### config.mk
export PLATFORM = sky130hd
export DESIGN_NAME = irq_dispatch
export DESIGN_NICKNAME = d
export VERILOG_FILES = /design/src/rtl/irq_pkg.sv /design/src/rtl/irq_dispatch_prio_max.sv /design/src/rtl/irq_dispatch.sv
export SDC_FILE = /design/constraint.sdc
export NUM_CORES = 1
export LEC_CHECK = 0
export CORE_MARGIN = 2
export CORE_UTILIZATION = 45
export CTS_CLUSTER_SIZE = 40
export DETAILED_ROUTE_END_ITERATION = 8
export PLACE_DENSITY = 0.83
export SLEW_MARGIN = 20
export SYNTH_ARGS = -nofsm -noshare
export SYNTH_HDL_FRONTEND = slang
export SYNTH_SLANG_ARGS = --single-unit
export TNS_END_PERCENT = 1
### constraint.sdc
create_clock -name clk -period 2 [get_ports clk]
set_input_delay 0.2 -clock clk [delete_from_list [all_inputs] [get_ports clk]]
set_output_delay 0.2 -clock clk [all_outputs]
set_load 0.1 [all_outputs]
### src/rtl/irq_pkg.sv
// Shared types and default sizing for the interrupt dispatcher.
// Imported by the dispatcher, its arbiter and the bench.
package irq_pkg;

    localparam int NUM_VECS    = 8;
    localparam int PRIO_WIDTH  = 3;
    localparam int STACK_DEPTH = 8;
    localparam int VEC_WIDTH   = (NUM_VECS > 1) ? $clog2(NUM_VECS) : 1;

    typedef logic [PRIO_WIDTH-1:0] prio_t;
    typedef logic [VEC_WIDTH-1:0]  vec_t;

    typedef enum logic [1:0] {
        IDLE,
        ARB,
        RET
    } state_t;

endpackage

### src/rtl/irq_dispatch_prio_max.sv
// Combinational max-priority reduction tree over the candidate vectors.
// Ties resolve to the lowest index because left subtrees hold lower indexes.
module prio_max #(
    parameter int N  = 8,
    parameter int W  = 3,
    parameter int IW = (N > 1) ? $clog2(N) : 1
) (
    input  logic [N-1:0]   valid_in,
    input  logic [N*W-1:0] prio_in,
    output logic           valid,
    output logic [IW-1:0]  index,
    output logic [W-1:0]   prio
);

    localparam int P     = 1 << IW;
    localparam int Nodes = 2 * P - 1;

    logic          nv [Nodes];
    logic [IW-1:0] ni [Nodes];
    logic [W-1:0]  np [Nodes];

    // Heap layout: node n has children 2n+1 (left) and 2n+2 (right).
    always_comb begin
        for (int n = 0; n < Nodes; n++) begin
            nv[n] = 1'b0;
            ni[n] = '0;
            np[n] = '0;
        end
        for (int i = 0; i < N; i++) begin
            nv[P-1+i] = valid_in[i];
            ni[P-1+i] = IW'(i);
            np[P-1+i] = prio_in[i*W +: W];
        end
        for (int n = P - 2; n >= 0; n--) begin
            if (nv[2*n+2] && (!nv[2*n+1] || np[2*n+2] > np[2*n+1])) begin
                nv[n] = 1'b1;
                ni[n] = ni[2*n+2];
                np[n] = np[2*n+2];
            end else begin
                nv[n] = nv[2*n+1];
                ni[n] = ni[2*n+1];
                np[n] = np[2*n+1];
            end
        end
    end

    assign valid = nv[0];
    assign index = ni[0];
    assign prio  = np[0];

endmodule

### src/rtl/irq_dispatch.sv
// Nested interrupt dispatcher: arbitrates pending vectors against the
// running priority and drives push/pop strobes for the priority stack.
module irq_dispatch
    import irq_pkg::*;
#(
    parameter int NumVecs    = NUM_VECS,
    parameter int PrioWidth  = PRIO_WIDTH,
    parameter int StackDepth = STACK_DEPTH,
    parameter int VecW       = (NumVecs > 1) ? $clog2(NumVecs) : 1,
    parameter int DepthW     = $clog2(StackDepth)
) (
    input  logic                         clk,
    input  logic                         reset,
    input  logic [NumVecs-1:0]           pend,
    input  logic [NumVecs-1:0]           en,
    input  logic [NumVecs*PrioWidth-1:0] prio,
    input  logic [PrioWidth-1:0]         curr_prio,
    input  logic                         mret,
    output logic                         push,
    output logic                         pop,
    output logic [PrioWidth-1:0]         prio_out,
    output logic                         take,
    output logic [VecW-1:0]              vec_out,
    output logic [NumVecs-1:0]           clr,
    output logic [DepthW-1:0]            depth,
    output logic                         err
);

    localparam logic [DepthW-1:0] MaxDepth = DepthW'(StackDepth - 1);

    state_t               state;
    logic                 win_valid;
    logic [VecW-1:0]      win_idx;
    logic [PrioWidth-1:0] win_prio;
    logic                 dispatch;

    prio_max #(
        .N  (NumVecs),
        .W  (PrioWidth),
        .IW (VecW)
    ) u_prio_max (
        .valid_in (pend & en),
        .prio_in  (prio),
        .valid    (win_valid),
        .index    (win_idx),
        .prio     (win_prio)
    );

    // Strict compare: equal priority never preempts the running handler.
    assign dispatch = win_valid && (win_prio > curr_prio) && (depth < MaxDepth);

    assign pop = (state == IDLE) && mret && (depth != '0);

    always_ff @(posedge clk or negedge reset) begin
        if (!reset) begin
            state    <= IDLE;
            push     <= 1'b0;
            take     <= 1'b0;
            clr      <= '0;
            prio_out <= '0;
            vec_out  <= '0;
            depth    <= '0;
            err      <= 1'b0;
        end else begin
            push <= 1'b0;
            take <= 1'b0;
            clr  <= '0;
            unique case (state)
                IDLE: begin
                    if (mret) begin
                        if (depth != '0) begin
                            depth <= depth - DepthW'(1);
                            state <= RET;
                        end else begin
                            err <= 1'b1;
                        end
                    end else if (dispatch) begin
                        state    <= ARB;
                        push     <= 1'b1;
                        take     <= 1'b1;
                        clr      <= NumVecs'(1) << win_idx;
                        prio_out <= win_prio;
                        vec_out  <= win_idx;
                        depth    <= depth + DepthW'(1);
                    end
                end
                ARB:     state <= IDLE;
                RET:     state <= IDLE;
                default: state <= IDLE;
            endcase
        end
    end

endmodule
# --- Yosys cells after proc, flatten, opt, wreduce, memory -nomap -nowiden ---
# Cells that the tools add are included.
classes:
  addsub: 2
  multipliers: 0
  div: 0
  order_cmp: 9
  eq_ne: 3
  n_shift: 1
  n_mux: 34
  bitwise: 3
  reduce_logical: 32
op_table:
  columns: ["operator", "n"]
  rows:
  - ["3-bit 2-to-1 mux", 11]
  - ["3-bit greater-than comparator", 8]
  - ["8-bit 2-to-1 mux", 3]
  - ["1-bit 2-to-1 mux", 14]
  - ["2-bit 2-to-1 mux", 6]
  - ["1-bit logical AND", 11]
  - ["3-bit AND reduction", 3]
  - ["8-bit AND", 1]
  - ["1-bit by 3-bit << shifter with 8-bit output, first input constant", 1]
  - ["1-bit zero test", 7]
  - ["1-bit logical OR", 7]
  - ["3-bit by 1-bit adder with 3-bit output, second input constant", 1]
  - ["3-bit < comparator, second input constant", 1]
  - ["3-bit by 2-bit inequality test with 1-bit output, second input constant", 1]
  - ["3-bit inequality test, second input constant", 1]
  - ["3-bit nonzero test", 1]
  - ["3-bit by 1-bit subtractor with 3-bit output, second input constant", 1]
  - ["2-bit zero test", 1]
  - ["2-bit by 1-bit inequality test with 1-bit output, second input constant", 1]
  - ["1-bit NOT", 2]
  - ["2-bit AND reduction", 1]
  - ["2-bit nonzero test", 1]
word_totals:
  ff_bits: 21
  latchBits: 0
  mem_bits_rw: 0
  rom_bits: 0
  input_bits: 46
  wordCells: 91
  mem_count: 0

# --- Logic depth before layout (Yosys ltp) ---
depth:
  word_depth: 19
  ltp_mapped: 29
  depth_no_buf: 28

# --- Hierarchy ---
# Synthesis repeated with hierarchy kept, for this count alone.
unflattened:
  hier_cells: 263
  hier_area_um2: 2240.9
by_module_without_submodules:
  columns: ["mod", "n_inst", "cells_per_inst", "area_each_um2"]
  rows:
  - ["prio_max", 1, 178, 1261.2]
  - ["irq_dispatch", 1, 85, 979.7]

# --- Worst setup path after synthesis ---
# Ideal clock, no wire load.
synth_timing:
  path_kind: "input-to-reg"
  start: "input port prio[2]"
  end: "register depth[2]"
  setup_ps: 163
  t_arrival_ps: 5213
  t_required_ps: 1837
  path_slack_ps: -3376
  path_stages: 28
  path_cell_list: "inv_1 -> ha_1 -> a21oi_1 -> a21oi_1 -> o211ai_1 -> mux2i_1 -> inv_1 -> ha_1 -> a31oi_1 -> a21boi_0 -> a21oi_2 -> mux2i_1 -> inv_1 -> ha_1 -> nor2b_1 -> o21ai_0 -> a32oi_1 -> o22ai_2 -> buf_4 -> mux2_2 -> ha_1 -> nor2b_1 -> o21ai_0 -> a221o_1 -> inv_2 -> nor2_1 -> nor2_1 -> xor2_1"
synth_rtl:
  columns: ["item", "line", "source"]
  rows:
  - ["start, declared", "irq_dispatch.sv:16", "input logic [NumVecs*PrioWidth-1:0] prio,"]
  - ["end signal, assigned", "irq_dispatch.sv:72", "depth <= depth - DepthW'(1);"]
  - ["end signal, assigned", "irq_dispatch.sv:84", "depth <= depth + DepthW'(1);"]
  - ["end, declared", "irq_dispatch.sv:25", "output logic [DepthW-1:0] depth,"]

==> impl_metrics.tcl <==
set metrics [dict create \
    antennaDiodeCount 0 \
    finalCriticalPeriod_ns 5.50 \
    fp.dieW_um 67.9 \
    core_mm2 0.00397 \
    grt_pass1_vias 2279 \
    grt.total_usage_pct 30.9 \
    min_period_over_period_pct 275 \
    setup_violations 19 \
    wirelength_um 8160 \
    yosys.area_share.simple_pct 14.8 \
    grt_pass1_wl_um 10600 \
    status "complete, but fails checks" \
    postPlaceCellArea_mm2 0.00293 \
    synth_top_area_share_pct 28.6 \
    max-slew-margin-rel_pct 62.2 \
    yosys-top-cells-area "dfrtp_1 (29%), ha_1 (16%), mux2i_1 (12%)" \
    drv_cap 0 \
    gp_congestion 0.840 \
    vias 2292 \
    ys_top_cells_by_count "inv_1 (31), ha_1 (24), mux2i_1 (22)" \
    ant_nets 0 \
    fin_tns_setup_ns -61.35 \
    start_kind "primary input" \
    clock_path_buffers 2 \
    drive_above_1_share_pct 56.8 \
    power_density_mw_per_mm2 976 \
    yosysMostFrequentCell "inv_1" \
    rsz0062_at_grt "yes" \
    synth_top_family_by_area "adder cells" \
    worstPathMaxFanout 7 \
    n_fill_cell 158 \
    grt-ovfl-total 0 \
    ir_drop_uv 871 \
    io_pins 67 \
    hold_viol_final 0 \
    antenna_found_initial 1 \
    layout.nets 410 \
    synth_fp_nets 268 \
    slew_violations 0 \
    dr.pass1.iters 4 \
    synth_fa_ha_area_share_pct 17.4 \
    clk_pin_slew_ns 0.08 \
    io_buffers 66 \
    dp_hpwl_um 3940 \
    yosysSeqAreaShare_pct 28.6 \
    worstSetupPathType "primary input to register" \
    ys_ff_latch 21 \
    numCtsBuffers 3 \
    start_util_pct 46.3 \
    cts.sinks 21 \
    fin_area_mm2 0.00360 \
    grt_max_degree 22 \
    synth_cells 197 \
    critical_path.endpoint_type "register" \
    ys.flop_type "dfrtp_1" \
    ctsHoldBuffers 0 \
    setup_ws_ns -3.50 \
    muxShareOfSynthArea_pct 14.0 \
    cts_tree "done" \
    place_ws_ns -3.87 \
    synth-xor-area-share_pct 1.43 \
    fmax_mhz 182 \
    violations "negative setup slack" \
    multi_input_area_mm2 0.00167 \
    synth_edf_count 0 \
    synth-compound-area-share_pct 16.3 \
    drtIter0Drc 235 \
    die_h_um 67.9 \
    synth_area_leader_cell "dfrtp_1" \
    wire_per_inst_um 21.0 \
    fin_skew_ns 0.00286 \
    synth_cell_types 46 \
    synthesis.area_mm2 0.00184 \
    areaGrowthSynthToFinish_pct 96.0 \
    via_per_inst 5.91 \
    regArea_um2 526 \
    crit_arrival_ns 5.64 \
    cts_max_level 1 \
    cellLeakagePower_nw 1.72 \
    cts-root-buf "clkbuf_8" \
    num_rows 23 \
    async_reset_ff_share_pct 100 \
    yosysWarnings 0 \
    clock_latency_ns 0.26 \
    hp-class "primary input to asynchronous set/reset pin" \
    fp.dieArea_mm2 0.00461 \
    syn_area_per_cell_um2 9.34 \
    worstPathRequired_ns 2.14 \
    drc_errors 0 \
    tightest_slew_ns 0.552 \
]
[placed cells by master, fill, tap and decap left out, types with 4 or more instances in the layout]
cell,instances
clkdlybuf4s15_1,5
inv_1,21
ha_1,6
buf_6,7
buf_4,93
dfrtp_1,21
dlygate4sd2_1,6
ha_4,17
mux2i_1,9
nand2_1,10
a21oi_2,4
nand3b_1,5
mux2i_2,7
inv_2,9
clkdlybuf4s50_1,21
mux2i_4,6
nor2_1,7
[critical path, cell delays in order]
cell and delay, ns:
dlygate4sd2_1 0.27, inv_2 0.08, ha_4 0.20, a21oi_1 0.19, a21oi_1 0.13, o21bai_2 0.30, mux2i_2 0.38, ha_4 0.27
nor2b_4 0.13, o21ai_2 0.19, a31oi_4 0.14, mux2i_2 0.29, ha_4 0.26, nor2b_4 0.13, o21ai_1 0.18, a32oi_1 0.09
o22ai_2 0.28, mux2_4 0.36, ha_4 0.27, nor2b_4 0.13, o21ai_2 0.06, a221o_2 0.43, inv_2 0.13, buf_4 0.14
nand3_1 0.12, nor2_1 0.30
[layer usage]
| metal | part of all wire, % | track usage, % | routed length (um) | up-vias |
|---|---|---|---|---|
| met5 | 0.16 | 0 | 13 | - |
| li1 | - | - | - | 987 |
| met4 | 5.9 | 15.5 | 478 | 2 |
| met1 | 36 | 33.4 | 2960 | 1099 |
| met3 | 6.2 | 4.61 | 507 | 58 |
| met2 | 51 | 57.9 | 4200 | 146 |
[path summary, 6_finish.rpt]
path / endpoint / depth (start not counted) / startpoint / slack (ns)
setup / recovery: clr[2] / 26 / prio[14] / -3.50
hold / removal: depth[1] / 2 / reset / 0.28
setup reg to reg: clr[2] / 7 / state[1] / 0.10
hold reg to reg: err / 1 / err / 0.47
max in group asynchronous: clr[0] / 2 / reset / 1.51
min in group clk: err / 1 / err / 0.47
[kinds of logic after synthesis]
family | Yosys count
and+or+nand+nor | 50
AOI/OAI and AO/OA | 38
muxes | 25
buffers and inverters | 35
adders and majority gates | 25
xor gates and xnor gates | 3
DFF | 21
[where the power goes]
part           total, W  leakage (nW)  internal (W)  switching (W)
Combinational   0.00257          1.43      0.000920        0.00165
Clock          0.000279        0.0228      0.000142       0.000137
Sequential     0.000666         0.273      0.000548       0.000119
[through the flow]
| stage | cells | total power [W] | util, % | hold slack (ns) |
|---|---|---|---|---|
| 6_report | 388 | 0.00352 | 90.8 | 0.281 |
| 5_1_grt | 388 | 0.00366 | 90.8 | 0.310 |
| 4_1_cts | 382 | 0.00319 | 85.6 | 0.293 |
| 3_5_place_dp | 362 | 0.00272 | 73.7 | 0.457 |
| 3_3_place_gp | 362 | 0.00266 | 73.7 | 0.446 |
| 2_1_floorplan | 197 | 0.00209 | - | -0.0956 |
[cell type report]
| cell class | instances | share of cell area (%) |
|---|---|---|
| repair buffers | 140 | 32.8 |
| multi-input cells | 141 | 46.2 |
| well taps | 50 | 1.74 |
| clock buffers | 4 | 1.25 |
| flip-flops and latches | 21 | 14.6 |
| inverters | 32 | 3.47 |
[registers in the layout, indices dropped and copies added, names as in the netlist]
signal,flops
err,1
depth,3
clr,8
state,2
take,1
prio_out,3
vec_out,3
[repair_timing]
action,in CTS,in global routing
endpoints found under the setup margin,19,20
pin swaps,37,20
buffers inserted,16,7
resized for setup,136,33
Note: power is estimated with default switching activity, not from simulation.
